===== src/rtl/lenet_pkg.sv =====
// Shared LeNet-5 constants: layer indices, sequencer state encoding and
// ping-pong buffer sizes (words) for each layer's output feature map.
package lenet_pkg;

    localparam int unsigned NUM_LAYERS = 7;

    localparam int unsigned L_CONV1 = 0;
    localparam int unsigned L_POOL1 = 1;
    localparam int unsigned L_CONV2 = 2;
    localparam int unsigned L_POOL2 = 3;
    localparam int unsigned L_FC1   = 4;
    localparam int unsigned L_FC2   = 5;
    localparam int unsigned L_FC3   = 6;

    localparam int unsigned BUF_CONV1_OUT = 4704;  // 6x28x28
    localparam int unsigned BUF_POOL1_OUT = 1176;  // 6x14x14
    localparam int unsigned BUF_CONV2_OUT = 1600;  // 16x10x10
    localparam int unsigned BUF_POOL2_OUT = 400;   // 16x5x5
    localparam int unsigned BUF_FC1_OUT   = 120;
    localparam int unsigned BUF_FC2_OUT   = 84;
    localparam int unsigned BUF_FC3_OUT   = 10;

    typedef enum logic [2:0] {
        StIdle,
        StLaunch,
        StWait,
        StNext,
        StFinish,
        StFault
    } seq_state_t;

endpackage


===== src/rtl/lenet_watchdog.sv =====
// Per-layer watchdog: counter cleared by load, advanced by en, with a flag
// raised when the count reaches TIMEOUT_CYC-1.
module lenet_watchdog #(
    parameter int unsigned TIMEOUT_CYC = 500000,
    parameter int unsigned CYC_W       = 24
) (
    input  logic clk,
    input  logic rst,
    input  logic load,
    input  logic en,
    output logic tc
);

    logic [CYC_W-1:0] count;

    always_ff @(posedge clk or posedge rst) begin
        if (rst) begin
            count <= '0;
        end else if (load) begin
            count <= '0;
        end else if (en && (count != '1)) begin
            count <= count + 1'b1;
        end
    end

    assign tc = (count == CYC_W'(TIMEOUT_CYC - 1));

endmodule


===== src/rtl/lenet_layer_sequencer.sv =====
// Top-level LeNet-5 scheduler: launches each layer engine in turn, swaps the
// ping-pong buffer roles between layers and faults a layer that stalls.
module lenet_layer_sequencer #(
    parameter int unsigned NUM_LAYERS  = lenet_pkg::NUM_LAYERS,
    parameter int unsigned TIMEOUT_CYC = 500000,
    parameter int unsigned CYC_W       = 24
) (
    input  logic                  clk,
    input  logic                  rst,
    input  logic                  start,
    input  logic                  abort,
    input  logic [NUM_LAYERS-1:0] layer_done,
    output logic [NUM_LAYERS-1:0] layer_start,
    output logic                  src_sel,
    output logic [2:0]            cur_layer,
    output logic                  busy,
    output logic                  done,
    output logic                  error,
    output logic [2:0]            err_layer,
    output logic [CYC_W-1:0]      total_cycles
);
    import lenet_pkg::*;

    seq_state_t       state_q, state_d;
    logic [CYC_W-1:0] run_cnt_q, run_cnt_inc;
    logic             wd_tc;
    logic             last_layer;
    logic             cur_done;

    assign last_layer  = (cur_layer == 3'(NUM_LAYERS - 1));
    assign cur_done    = layer_done[cur_layer];
    assign run_cnt_inc = (&run_cnt_q) ? run_cnt_q : run_cnt_q + 1'b1;

    lenet_watchdog #(
        .TIMEOUT_CYC(TIMEOUT_CYC),
        .CYC_W      (CYC_W)
    ) u_watchdog (
        .clk (clk),
        .rst (rst),
        .load(state_q == StLaunch),
        .en  (state_q == StWait),
        .tc  (wd_tc)
    );

    always_comb begin
        state_d = state_q;
        case (state_q)
            StIdle:   if (start) state_d = StLaunch;
            StLaunch: state_d = StWait;
            StWait: begin
                // A completing layer beats a simultaneous watchdog expiry.
                if (cur_done)   state_d = StNext;
                else if (wd_tc) state_d = StFault;
            end
            StNext:   state_d = last_layer ? StFinish : StLaunch;
            StFinish: state_d = StIdle;
            StFault:  state_d = StIdle;
            default:  state_d = StIdle;
        endcase
        if (abort) state_d = StIdle;
    end

    always_ff @(posedge clk or posedge rst) begin
        if (rst) begin
            state_q      <= StIdle;
            run_cnt_q    <= '0;
            layer_start  <= '0;
            src_sel      <= 1'b0;
            cur_layer    <= '0;
            busy         <= 1'b0;
            done         <= 1'b0;
            error        <= 1'b0;
            err_layer    <= '0;
            total_cycles <= '0;
        end else begin
            state_q     <= state_d;
            busy        <= (state_d != StIdle);
            layer_start <= '0;
            done        <= 1'b0;
            if (state_q != StIdle) run_cnt_q <= run_cnt_inc;
            if (!abort) begin
                case (state_q)
                    StIdle: begin
                        if (start) begin
                            cur_layer <= '0;
                            src_sel   <= 1'b0;
                            error     <= 1'b0;
                            run_cnt_q <= '0;
                        end
                    end
                    StLaunch: layer_start <= NUM_LAYERS'(1) << cur_layer;
                    StNext: begin
                        src_sel <= ~src_sel;
                        if (!last_layer) cur_layer <= cur_layer + 3'd1;
                    end
                    StFinish: begin
                        done         <= 1'b1;
                        total_cycles <= run_cnt_inc;
                    end
                    StFault: begin
                        error     <= 1'b1;
                        err_layer <= cur_layer;
                    end
                    default: ;
                endcase
            end
        end
    end

endmodule


===== config.mk =====
export PLATFORM = sky130hd
export DESIGN_NAME = lenet_layer_sequencer
export DESIGN_NICKNAME = d
export VERILOG_FILES = /design/src/rtl/lenet_pkg.sv /design/src/rtl/lenet_watchdog.sv /design/src/rtl/lenet_layer_sequencer.sv
export SDC_FILE = /design/constraint.sdc
export NUM_CORES = 1
export LEC_CHECK = 0
export ABC_CLOCK_PERIOD_IN_PS = 2830
export CAP_MARGIN = 15
export CORE_UTILIZATION = 25
export CTS_BUF_LIST = sky130_fd_sc_hd__clkbuf_8
export DETAILED_ROUTE_END_ITERATION = 16
export RECOVER_POWER = 100
export SLEW_MARGIN = 20
export SYNTH_ARGS = -nofsm -noshare
export SYNTH_HDL_FRONTEND = slang
export SYNTH_HIERARCHICAL = 1
export SYNTH_SLANG_ARGS = --single-unit

===== constraint.sdc =====
create_clock -name clk -period 2.83 [get_ports clk]
set_clock_uncertainty 0.15 [all_clocks]
set_input_delay 0.849 -clock clk [delete_from_list [all_inputs] [get_ports clk]]
set_output_delay 0.849 -clock clk [all_outputs]
set_load 0.01 [all_outputs]

==> flow_metrics.env, run 1 <==
export IMPL_status="completed"
export IMPL_grt_max_degree=69
export IMPL_end_kind="flop"
export IMPL_pwr_share_seq=0.495
export IMPL_wl_per_cell_um=14.01
export IMPL_postCtsSetupBuffers=0
export IMPL_finalSetupViolations=0
export IMPL_reg2regPathDepth=6
export IMPL_slowest_delay_ns=0.67
export IMPL_irDropWorstVdd_mv=0.2872
export IMPL_layout_drive_gt1_share=0.07589
export IMPL_synth_yosys_seq_area_share=0.4641
export IMPL_hpwl_um=8585
export IMPL_place_area_sq_um=5882
export IMPL_overflow=0
export IMPL_crit_top_cell="or4_1"
export IMPL_drv_slew=0
export IMPL_synth_ff_type="dfrtp_1"
export IMPL_drt_wl_total_um=12040
export IMPL_final_period_utilization=0.9331
export IMPL_grt_pass1_wl_um=20490
export IMPL_syn_to_final_growth_pct=21.94
export IMPL_comb_power_share=0.153
export IMPL_antenna_found_initial=1
export IMPL_gp_congestion=0.7912
export IMPL_use_met1=0.1701
export IMPL_synthTopCellsByCount="dfrtp_1 (92), nand2_1 (60), nor2_1 (45)"
export IMPL_clk_pin_slew_ns=0.10
export IMPL_powerDensity_nw_per_um2=486.1
export IMPL_antenna_left=0
export IMPL_p_sw_frac=0.2877
export IMPL_relSlewSlack=0.3614
export IMPL_via_count=4132
export IMPL_final_cell_area_sq_um=6050
export IMPL_worstPathRequired_ns=2.98
export IMPL_crit_buf_inv=0
export IMPL_crit_chain="ha_1 > nand3_1 > or4_1 > or4_1 > or3_1 > o21ai_0"
export IMPL_synth_cells=534
export IMPL_max_slew_worst_pin_slew_ns=0.9580
export IMPL_min_to="total_cycles[20]"
export IMPL_core_area_sq_um=19460
export IMPL_p_int_uw=2095
export IMPL_min_period_ns=2.641
export IMPL_ys_warn_count=6
export IMPL_cts_resized_gates=0
export IMPL_ioPinCount=52
export IMPL_clock_latency_ns=0.39
export IMPL_synth_largest_area_cell="dfrtp_1"
export IMPL_grt_pass1_vias=3933
export IMPL_r2r_start="run_cnt_q[1]"
export IMPL_synthMostInstantiatedCell="dfrtp_1"
export IMPL_rows=51
export IMPL_crit_family="simple AND/OR/NAND/NOR gates"
export IMPL_viasPerCell=4.810
export IMPL_ff2ff_setup_slack_ns=0.19
export IMPL_synth_area_leaders="dfrtp_1 (46%), nand2_1 (4.5%), o21ai_0 (4.2%)"
export IMPL_hold_buffers=0
export IMPL_start_util=0.2549
export IMPL_hp_class="flop to flop"
export IMPL_ctsHtreeMaxLevel=3
export IMPL_timing_rr_end="run_cnt_q[22]"
export IMPL_grt_busiest_layer="met2"
export IMPL_crit_arrival_ns=2.79
export IMPL_whs_ns=0.3244
export IMPL_firstDrtPassIters=4
export IMPL_synthArstFlopShare=1.000
export IMPL_syn_area_sq_um=4961
export IMPL_cts_tree="yes"
export IMPL_port_buffers=51
export IMPL_rsz0062_at_grt="no"
export IMPL_die_x_um=142.9
export IMPL_ys_types=60
export IMPL_grt_use_met3=0.03588
export IMPL_dieArea_sq_um=20410
export IMPL_use_met2=0.2051
export IMPL_fp_dieH_um=142.9
export IMPL_grtUsageTotal=0.1289
export IMPL_cts_buffers_inserted=9
export IMPL_cp_start_kind="flop"
export IMPL_ys_ff_latch=92
export IMPL_fillers=2050
export IMPL_dp_cells=842
export IMPL_worst_setup_path_type="flop to flop"
export IMPL_holdPathStages=2
export IMPL_cts_max_path_buffers=2
export IMPL_fin_cells=859
export IMPL_p_clk_frac=0.352
export IMPL_cts_sinks=92
export IMPL_p_leak_uw=0.002551
export IMPL_netlist_area_leader_share=0.4641
export IMPL_nets=606
export IMPL_maxCapViolations=0
export IMPL_drcViolationCount=0
export IMPL_critPathMaxFanout=6
export IMPL_drt_initial_drc_count=278
export IMPL_p_sw_uw=845.9
export IMPL_synth_edf_count=0
export IMPL_hold_viol_final=0
export IMPL_slowest_stage="or4_1"
export IMPL_synth_area_per_cell_sq_um=9.290
export IMPL_min_delay_start="total_cycles[20]"
export IMPL_synth_fp_nets=552
export IMPL_max_freq_mhz=378.7
export IMPL_root_buffer="clkbuf_8"
export IMPL_timing_setup_tns_ns=0
## final cells by class
class                   instances  area, sq um  share of cell area
diodes                          1        2.502           0.0004137
clock buffers                  10        137.6             0.02275
clock inverters                 6        93.84             0.01551
inverters                      18        67.56             0.01117
multi-input cells             395         2451              0.4052
flip-flops and latches         92         2302              0.3806
well taps                     265        331.6             0.05481
repair buffers                 72        663.1              0.1096
## cell usage in the layout (no fill, tap or decap), types with 5 or more instances in the layout
cell and count:
nor3_1 7, and4_1 8, or3_1 10, o2111ai_1 6, a21o_1 5, mux2i_1 5
inv_1 17, o211ai_1 7, clkbuf_8 10, ha_1 7, nor4_1 7, nand4_1 19
a31oi_1 9, nor2_1 45, a21oi_1 23, buf_4 10, xnor2_1 14, or4_1 8
xor2_1 19, o21ai_0 42, and3_1 10, dfrtp_1 92, clkbuf_1 8, clkdlybuf4s50_1 6
dlygate4sd3_1 45, nand2_1 60, nand3_1 19, o31ai_1 10
## per-layer routing
metal,up-vias,share of wire
li1,2060,-
met1,1986,0.46
met2,77,0.48
met3,9,0.049
met4,0,0.011
met5,-,0
## power by group through the flow
stage / Combinational, uW / Sequential, uW / Clock (uW)
after detailed placement: 476 / 1480 / 0
after floorplan: 277 / 1480 / 0
after global placement: 470 / 1480 / 0
after CTS: 479 / 1460 / 1080
after global routing: 513 / 1470 / 1140
final: 451 / 1450 / 1040
## how the worst max path moves through the flow
stage | start | end | slack (ns) | cells after the start
floorplan | rst | busy | 0.12 | 1
global placement | abort | total_cycles[17] | 0.09 | 6
detailed placement | abort | total_cycles[17] | 0.08 | 6
CTS | run_cnt_q[1] | run_cnt_q[22] | 0.27 | 6
global route | run_cnt_q[1] | run_cnt_q[22] | 0.08 | 6
finish | run_cnt_q[1] | run_cnt_q[22] | 0.19 | 6
## worst register-to-register path, delay by kind of cell, from the launching register on
kind                     cells  cell delay, ns
adder cells (fa/ha/maj)      1            0.24
AO/OA/AOI/OAI                1            0.08
flip-flops                   1            0.42
AND/OR/NAND/NOR              4            1.66
## logic make-up after synthesis
logic type / synth area share
fa+ha+maj: 0.01765
xor+xnor: 0.05826
simple gates: 0.2335
buf+inv: 0.03808
mux: 0.02598
flops: 0.4641
compound gates: 0.1624
## per-stage QoR
| stage | utilization | setup slack (ns) | total power [uW] |
|---|---|---|---|
| 2_1_floorplan | - | 0.1195 | 1758 |
| 3_3_place_gp | 0.3022 | 0.09140 | 1953 |
| 3_5_place_dp | 0.3022 | 0.07614 | 1960 |
| 4_1_cts | 0.3141 | 0.2685 | 3019 |
| 5_1_grt | 0.3108 | 0.07604 | 3125 |
| 6_report | 0.3108 | 0.1893 | 2940 |
## registers in the layout (all words and copies together), names as in the netlist
register,flops
state_q,3
total_cycles,24
layer_start,7
error,1
run_cnt_q,24
cur_layer,3
u_watchdog/count,24
src_sel,1
busy,1
err_layer,3
done,1
(Power assumes the default switching activity.)
==> run 2: changes to the inputs <==
--- a/config.mk
+++ b/config.mk
@@ -7,9 +7,11 @@
 export LEC_CHECK = 0
 export ABC_CLOCK_PERIOD_IN_PS = 2830
 export CAP_MARGIN = 15
-export CORE_UTILIZATION = 25
+export CORE_UTILIZATION = 50
 export CTS_BUF_LIST = sky130_fd_sc_hd__clkbuf_8
 export DETAILED_ROUTE_END_ITERATION = 16
+export HOLD_SLACK_MARGIN = 0.12
+export PLACE_DENSITY = 0.72
 export RECOVER_POWER = 100
 export SLEW_MARGIN = 20
 export SYNTH_ARGS = -nofsm -noshare
==> run 2 against run 1 <==
  * Clock-buffer cell count unchanged
  * Critical path depth is the same
  * Fmax up 1.9%
  * Worst hold slack gained 0.0066 ns
  * Cell count decreased by 16%
  * Routed wire length down 8.2%
==> flow_metrics.env, run 2 (synthesized netlist as in run 1, its figures left out) <==
export IMPL_cts_tree="yes"
export IMPL_hold_buffers=0
export IMPL_firstDrtPassIters=7
export IMPL_worstPathRequired_ns=2.95
export IMPL_drcViolationCount=0
export IMPL_whs_ns=0.3310
export IMPL_timing_rr_end="run_cnt_q[22]"
export IMPL_holdPathStages=2
export IMPL_reg2regPathDepth=6
export IMPL_antenna_left=0
export IMPL_final_cell_mix="dfrtp_1 (92), nand2_1 (60), nor2_1 (45), dlygate4sd3_1 (45), o21ai_0 (42)"
export IMPL_min_delay_start="total_cycles[13]"
export IMPL_reg_top3="run_cnt_q: 24 flops, total_cycles: 24 flops, u_watchdog/count: 24 flops"
export IMPL_antenna_found_initial=0
export IMPL_p_leak_uw=0.002548
export IMPL_hold_viol_final=0
export IMPL_cts_resized_gates=0
export IMPL_finalSetupViolations=0
export IMPL_cts_sinks=92
export IMPL_powerDensity_nw_per_um2=490.4
export IMPL_utilization=0.6197
export IMPL_crit_arrival_ns=2.71
export IMPL_clk_pin_slew_ns=0.09
export IMPL_core_area_sq_um=9415
export IMPL_fin_ws_ns=0.2377
export IMPL_ctsHtreeMaxLevel=3
export IMPL_die_x_um=101.6
export IMPL_end_kind="flop"
export IMPL_ioPinCount=52
export IMPL_maxCapViolations=0
export IMPL_critPathMaxFanout=6
export IMPL_status="completed"
export IMPL_via_count=4209
export IMPL_wl_per_cell_um=15.37
export IMPL_dieArea_sq_um=10320
export IMPL_ff2ff_setup_slack_ns=0.24
export IMPL_timing_setup_tns_ns=0
export IMPL_cts_buffers_inserted=9
export IMPL_final_cell_area_sq_um=5834
export IMPL_port_buffers=51
export IMPL_drv_slew=0
export IMPL_postCtsSetupBuffers=0
export IMPL_max_freq_mhz=385.8
export IMPL_cts_max_path_buffers=2
export IMPL_start_util=0.5269
export IMPL_worst_setup_path_type="flop to flop"
export IMPL_hp_class="flop to flop"
export IMPL_grt_pass1_wl_um=19040
export IMPL_drt_initial_drc_count=259
export IMPL_layout_drive_gt1_share=0.07288
export IMPL_final_common_cell="dfrtp_1"
export IMPL_diodes=0
export IMPL_root_buffer="clkbuf_8"
export IMPL_irDropWorstVdd_mv=0.3064
export IMPL_gp_congestion=0.8687
export IMPL_nets=603
export IMPL_max_slew_worst_pin_slew_ns=1.322
export IMPL_grtUsageTotal=0.2357
export IMPL_rows=35
export IMPL_place_area_sq_um=5677
export IMPL_min_period_ns=2.592
export IMPL_place_ws_ns=0.04934
export IMPL_relSlewSlack=0.1186
export IMPL_r2r_start="run_cnt_q[0]"
export IMPL_grt_pass1_vias=4039
export IMPL_viasPerCell=5.854
export IMPL_rsz0062_at_grt="no"
export IMPL_grt_max_degree=69
export IMPL_drt_wl_total_um=11050
export IMPL_overflow=0
export IMPL_clock_latency_ns=0.36
export IMPL_cp_start_kind="flop"
export IMPL_syn_to_final_growth_pct=17.60
export IMPL_fp_dieH_um=101.6
export IMPL_hpwl_um=7915
export IMPL_final_period_utilization=0.9160
export IMPL_min_to="total_cycles[13]"
-- run 2: cell count changes in the layout (fill, tap and decap cells not counted), sizes merged --
| cell | delta |
|---|---|
| clkinv | +1 |
| buf | -2 |
| inv | -1 |
| dlymetal6s2s | +1 |
| clkbuf | -2 |
| diode | -1 |
-- run 2: worst max-delay path, stage by stage, from the launching register on --
cell and delay [ns]:
dfrtp_1 0.45, ha_1 0.25, nand3_1 0.12, or4_1 0.62, or4_1 0.51, or3_1 0.33, o21ai_0 0.08
-- run 2: worst max path at each step --
stage / start / end / slack, ns
floorplan: rst / busy / 0.12
global placement: layer_done[6] / busy / 0.15
detailed placement: layer_done[6] / busy / 0.05
CTS: run_cnt_q[0] / run_cnt_q[22] / 0.28
global route: abort / run_cnt_q[8] / 0.07
finish: run_cnt_q[0] / run_cnt_q[22] / 0.24
-- run 2: area by class of cell --
cell class / count / area, sq um
Multi-Input combinational cell: 395 / 2446
Clock buffer: 10 / 137.6
Fill cell: 795 / 3581
Sequential cell: 92 / 2302
Timing Repair Buffer: 69 / 630.6
Clock inverter: 6 / 88.84
Tap cell: 129 / 161.4
Inverter: 18 / 67.56
-- run 2: power breakdown --
part	leakage [uW]	total [uW]	switching [uW]	internal, uW
combinational	0.00116	418	248	170
clock	0.000114	980	458	522
sequential	0.00127	1460	83.5	1380
total	0.00255	2860	789	2070
-- run 2: per-stage QoR --
step           instances  power (uW)
6_report             719        2861
5_1_grt              719        3015
4_1_cts              719        2912
3_5_place_dp         703        1933
3_3_place_gp         703        1921
2_1_floorplan        534        1758
-- run 2: routing by layer --
metal,up-vias,part of all wire,global-route usage
met5,-,0,0
met4,0,0.020,0.09030
met3,23,0.037,0.02899
met2,110,0.49,0.3888
met1,2033,0.45,0.3183
li1,2043,-,-
==> run 3: changes to the inputs <==
--- a/config.mk
+++ b/config.mk
@@ -5,13 +5,15 @@
 export SDC_FILE = /design/constraint.sdc
 export NUM_CORES = 1
 export LEC_CHECK = 0
+export ABC_AREA = 1
 export ABC_CLOCK_PERIOD_IN_PS = 2830
 export CAP_MARGIN = 15
 export CORE_UTILIZATION = 50
 export CTS_BUF_LIST = sky130_fd_sc_hd__clkbuf_8
+export CTS_CLUSTER_DIAMETER = 40
 export DETAILED_ROUTE_END_ITERATION = 16
 export HOLD_SLACK_MARGIN = 0.12
-export PLACE_DENSITY = 0.72
+export PLACE_DENSITY = 0.71
 export RECOVER_POWER = 100
 export SLEW_MARGIN = 20
 export SYNTH_ARGS = -nofsm -noshare
==> run 3 against run 2 <==
  * Via count grew 15%
  * Worst setup slack gained 0.048 ns
  * Largest cell class unchanged
  * Critical path type is now flop to output port
  * Non-clock buffer count shrank 9
  * Die area is 8.3% higher
  * Critical endpoint is now cur_layer[0]
==> flow_metrics.env, run 3 <==
export IMPL_status="completed"
export IMPL_crit_family="buffers and inverters"
export IMPL_rows=37
export IMPL_synth_xor_area_share=0.01465
export IMPL_dr_wl_met2_um=6220
export IMPL_syn_to_final_growth_pct=12.86
export IMPL_syn_area_sq_um=5381
export IMPL_drt_initial_drc_count=192
export IMPL_clk_pin_slew_ns=0.09
export IMPL_drcViolationCount=0
export IMPL_grt_pass1_wl_um=21590
export IMPL_p_clk_frac=0.323
export IMPL_synth_top_family_by_area="simple AND/OR/NAND/NOR gates"
export IMPL_pwr_share_seq=0.526
export IMPL_hp_class="flop to flop"
export IMPL_p_leak_uw=0.003189
export IMPL_overflow=0
export IMPL_viasPerCell=5.169
export IMPL_min_period_ns=2.544
export IMPL_hpwl_um=8852
export IMPL_cts_resized_gates=0
export IMPL_cts_tree="yes"
export IMPL_synth_area_per_cell_sq_um=7.262
export IMPL_via_count=4838
export IMPL_max_slew_worst_pin_slew_ns=1.365
export IMPL_grt_max_degree=27
export IMPL_synth_yosys_seq_area_share=0.4278
export IMPL_grt_pass1_vias=4778
export IMPL_critPathMaxFanout=9
export IMPL_crit_buf_inv=1
export IMPL_place_ws_ns=0.3833
export IMPL_synth_compound_area_frac=0.03464
export IMPL_ys_ff_latch=92
export IMPL_drt_wl_total_um=12300
export IMPL_synthArstFlopShare=1.000
export IMPL_synthSimpleGateAreaFrac=0.4297
export IMPL_root_buffer="clkbuf_8"
export IMPL_drv_slew=0
export IMPL_place_area_sq_um=6046
export IMPL_start_util=0.5189
export IMPL_rsz0062_at_grt="no"
export IMPL_layout_drive_gt1_share=0.06625
export IMPL_grtUsageTotal=0.2409
export IMPL_wl_met1_um=5415
export IMPL_port_buffers=51
export IMPL_core_area_sq_um=10370
export IMPL_relSlewSlack=0.08994
export IMPL_antenna_left=0
export IMPL_synth_fa_ha_area_frac=0.01628
export IMPL_fp_dieH_um=105.7
export IMPL_comb_power_share=0.151
export IMPL_nets=814
export IMPL_wl_per_cell_um=13.14
export IMPL_cp_start_kind="flop"
export IMPL_end_kind="output port"
export IMPL_final_cell_area_sq_um=6073
export IMPL_synthMuxAreaShare=0
export IMPL_ys_types=40
export IMPL_irDropWorstVdd_mv=0.2590
export IMPL_synth_largest_area_cell="dfrtp_1"
export IMPL_worstPathRequired_ns=1.83
export IMPL_utilization=0.5857
export IMPL_timing_setup_tns_ns=0
export IMPL_antenna_found_initial=0
export IMPL_worst_setup_path_type="flop to output port"
export IMPL_cts_sinks=92
export IMPL_maxCapViolations=0
export IMPL_gp_congestion=0.8832
export IMPL_ctsHtreeMaxLevel=3
export IMPL_powerDensity_nw_per_um2=453.7
export IMPL_p_sw_frac=0.2958
export IMPL_hold_buffers=0
export IMPL_cts_max_path_buffers=2
export IMPL_synthMostInstantiatedCell="nand2_1"
export IMPL_max_freq_mhz=393.0
export IMPL_cts_buffers_inserted=9
export IMPL_synthTopCellsByCount="nand2_1 (306), dfrtp_1 (92), inv_1 (73)"
export IMPL_finalSetupViolations=0
export IMPL_crit_chain="dlygate4sd3_1"
export IMPL_ys_warn_count=6
export IMPL_final_period_utilization=0.8991
export IMPL_clock_latency_ns=0.37
export IMPL_p_sw_uw=815.2
export IMPL_synth_area_leaders="dfrtp_1 (43%), nand2_1 (21%), inv_1 (5.1%)"
export IMPL_slowest_stage="dlygate4sd3_1"
export IMPL_die_x_um=105.7
export IMPL_diodes=0
export IMPL_postCtsSetupBuffers=0
export IMPL_crit_arrival_ns=1.55
export IMPL_firstDrtPassIters=5
export IMPL_synth_ff_type="dfrtp_1"
export IMPL_synth_fp_nets=759
export IMPL_synth_edf_count=0
export IMPL_ioPinCount=52
export IMPL_fin_ws_ns=0.2855
export IMPL_netlist_area_leader_share=0.4278
export IMPL_hold_viol_final=0
export IMPL_reg_top3="run_cnt_q: 24 flops, total_cycles: 24 flops, u_watchdog/count: 24 flops"
export IMPL_slowest_delay_ns=0.66
export IMPL_whs_ns=0.3273
export IMPL_p_int_uw=1940
export IMPL_wl_met3_um=436
export IMPL_fillers=981
export IMPL_final_cell_mix="nand2_1 (309), dfrtp_1 (92), inv_1 (76)"
export IMPL_top_layer_used="met4"
export IMPL_synth_cells=741
export IMPL_final_common_cell="nand2_1"
export IMPL_dieArea_sq_um=11180
==> run 3: cell count changes after synthesis, moves of 10 or more <==
cell / change
and3_1: -10
nand3_1: +29
nor2_1: +14
clkbuf_1: -20
a21oi_1: -19
nand2_2: +14
inv_1: +55
or3_1: -10
o21ai_1: +10
xor2_1: -13
nand2_1: +246
o21ai_0: -28
xnor2_1: -11
nand3_2: +15
==> run 3: power by group through the flow <==
stage	registers, uW	logic (uW)	clock network (uW)
after CTS	1450	452	912
final	1450	416	891
after floorplan	1460	310	0
after global placement	1470	434	0
after global routing	1460	478	963
after detailed placement	1470	449	0
==> run 3: logic make-up after synthesis <==
logic type | count (synthesis)
AO/OA/AOI/OAI | 33
adder cells (fa/ha/maj) | 7
XOR/XNOR | 9
flip-flops | 92
AND/OR/NAND/NOR | 504
buffers and inverters | 96
==> run 3: cell type report <==
type | count | area (sq um) | share of cell area
clock inverters | 5 | 53.80 | 0.008859
multi-input cells | 553 | 2544 | 0.4188
well taps | 136 | 170.2 | 0.02802
inverters | 80 | 304.0 | 0.05006
repair buffers | 60 | 561.8 | 0.09250
clock buffers | 10 | 137.6 | 0.02266
flip-flops and latches | 92 | 2302 | 0.3791
==> run 3: worst register-to-register path: cells and delay by family, from the launching register on <==
| family | cells | cell delay [ns] |
|---|---|---|
| DFF | 1 | 0.40 |
| adders and majority gates | 1 | 0.18 |
| buffers and inverters | 1 | 0.31 |
| and+or+nand+nor | 9 | 1.32 |
==> run 3: per-layer routing <==
layer | GRT usage | vias up
met3 | 0.03834 | 22
met5 | 0 | -
met1 | 0.2881 | 2301
met2 | 0.4356 | 89
li1 | - | 2426
met4 | 0.08532 | 0
==> run 3: final timing paths <==
check / depth (start not counted) / endpoint / slack (ns) / from
min reg2reg: 2 / total_cycles[13] / 0.33 / total_cycles[13]
min in group asynchronous: 2 / run_cnt_q[5] / 0.96 / rst
max in group asynchronous: 3 / layer_start[3] / 0.43 / rst
min: 2 / total_cycles[13] / 0.33 / total_cycles[13]
max: 1 / cur_layer[0] / 0.29 / cur_layer[0]
max reg2reg: 11 / u_watchdog/count[17] / 0.41 / u_watchdog/count[1]
==> run 3: per-stage QoR <==
stage | power, uW | instances
4_1_cts | 2814 | 936
3_3_place_gp | 1907 | 921
2_1_floorplan | 1771 | 741
3_5_place_dp | 1924 | 921
5_1_grt | 2903 | 936
6_report | 2756 | 936
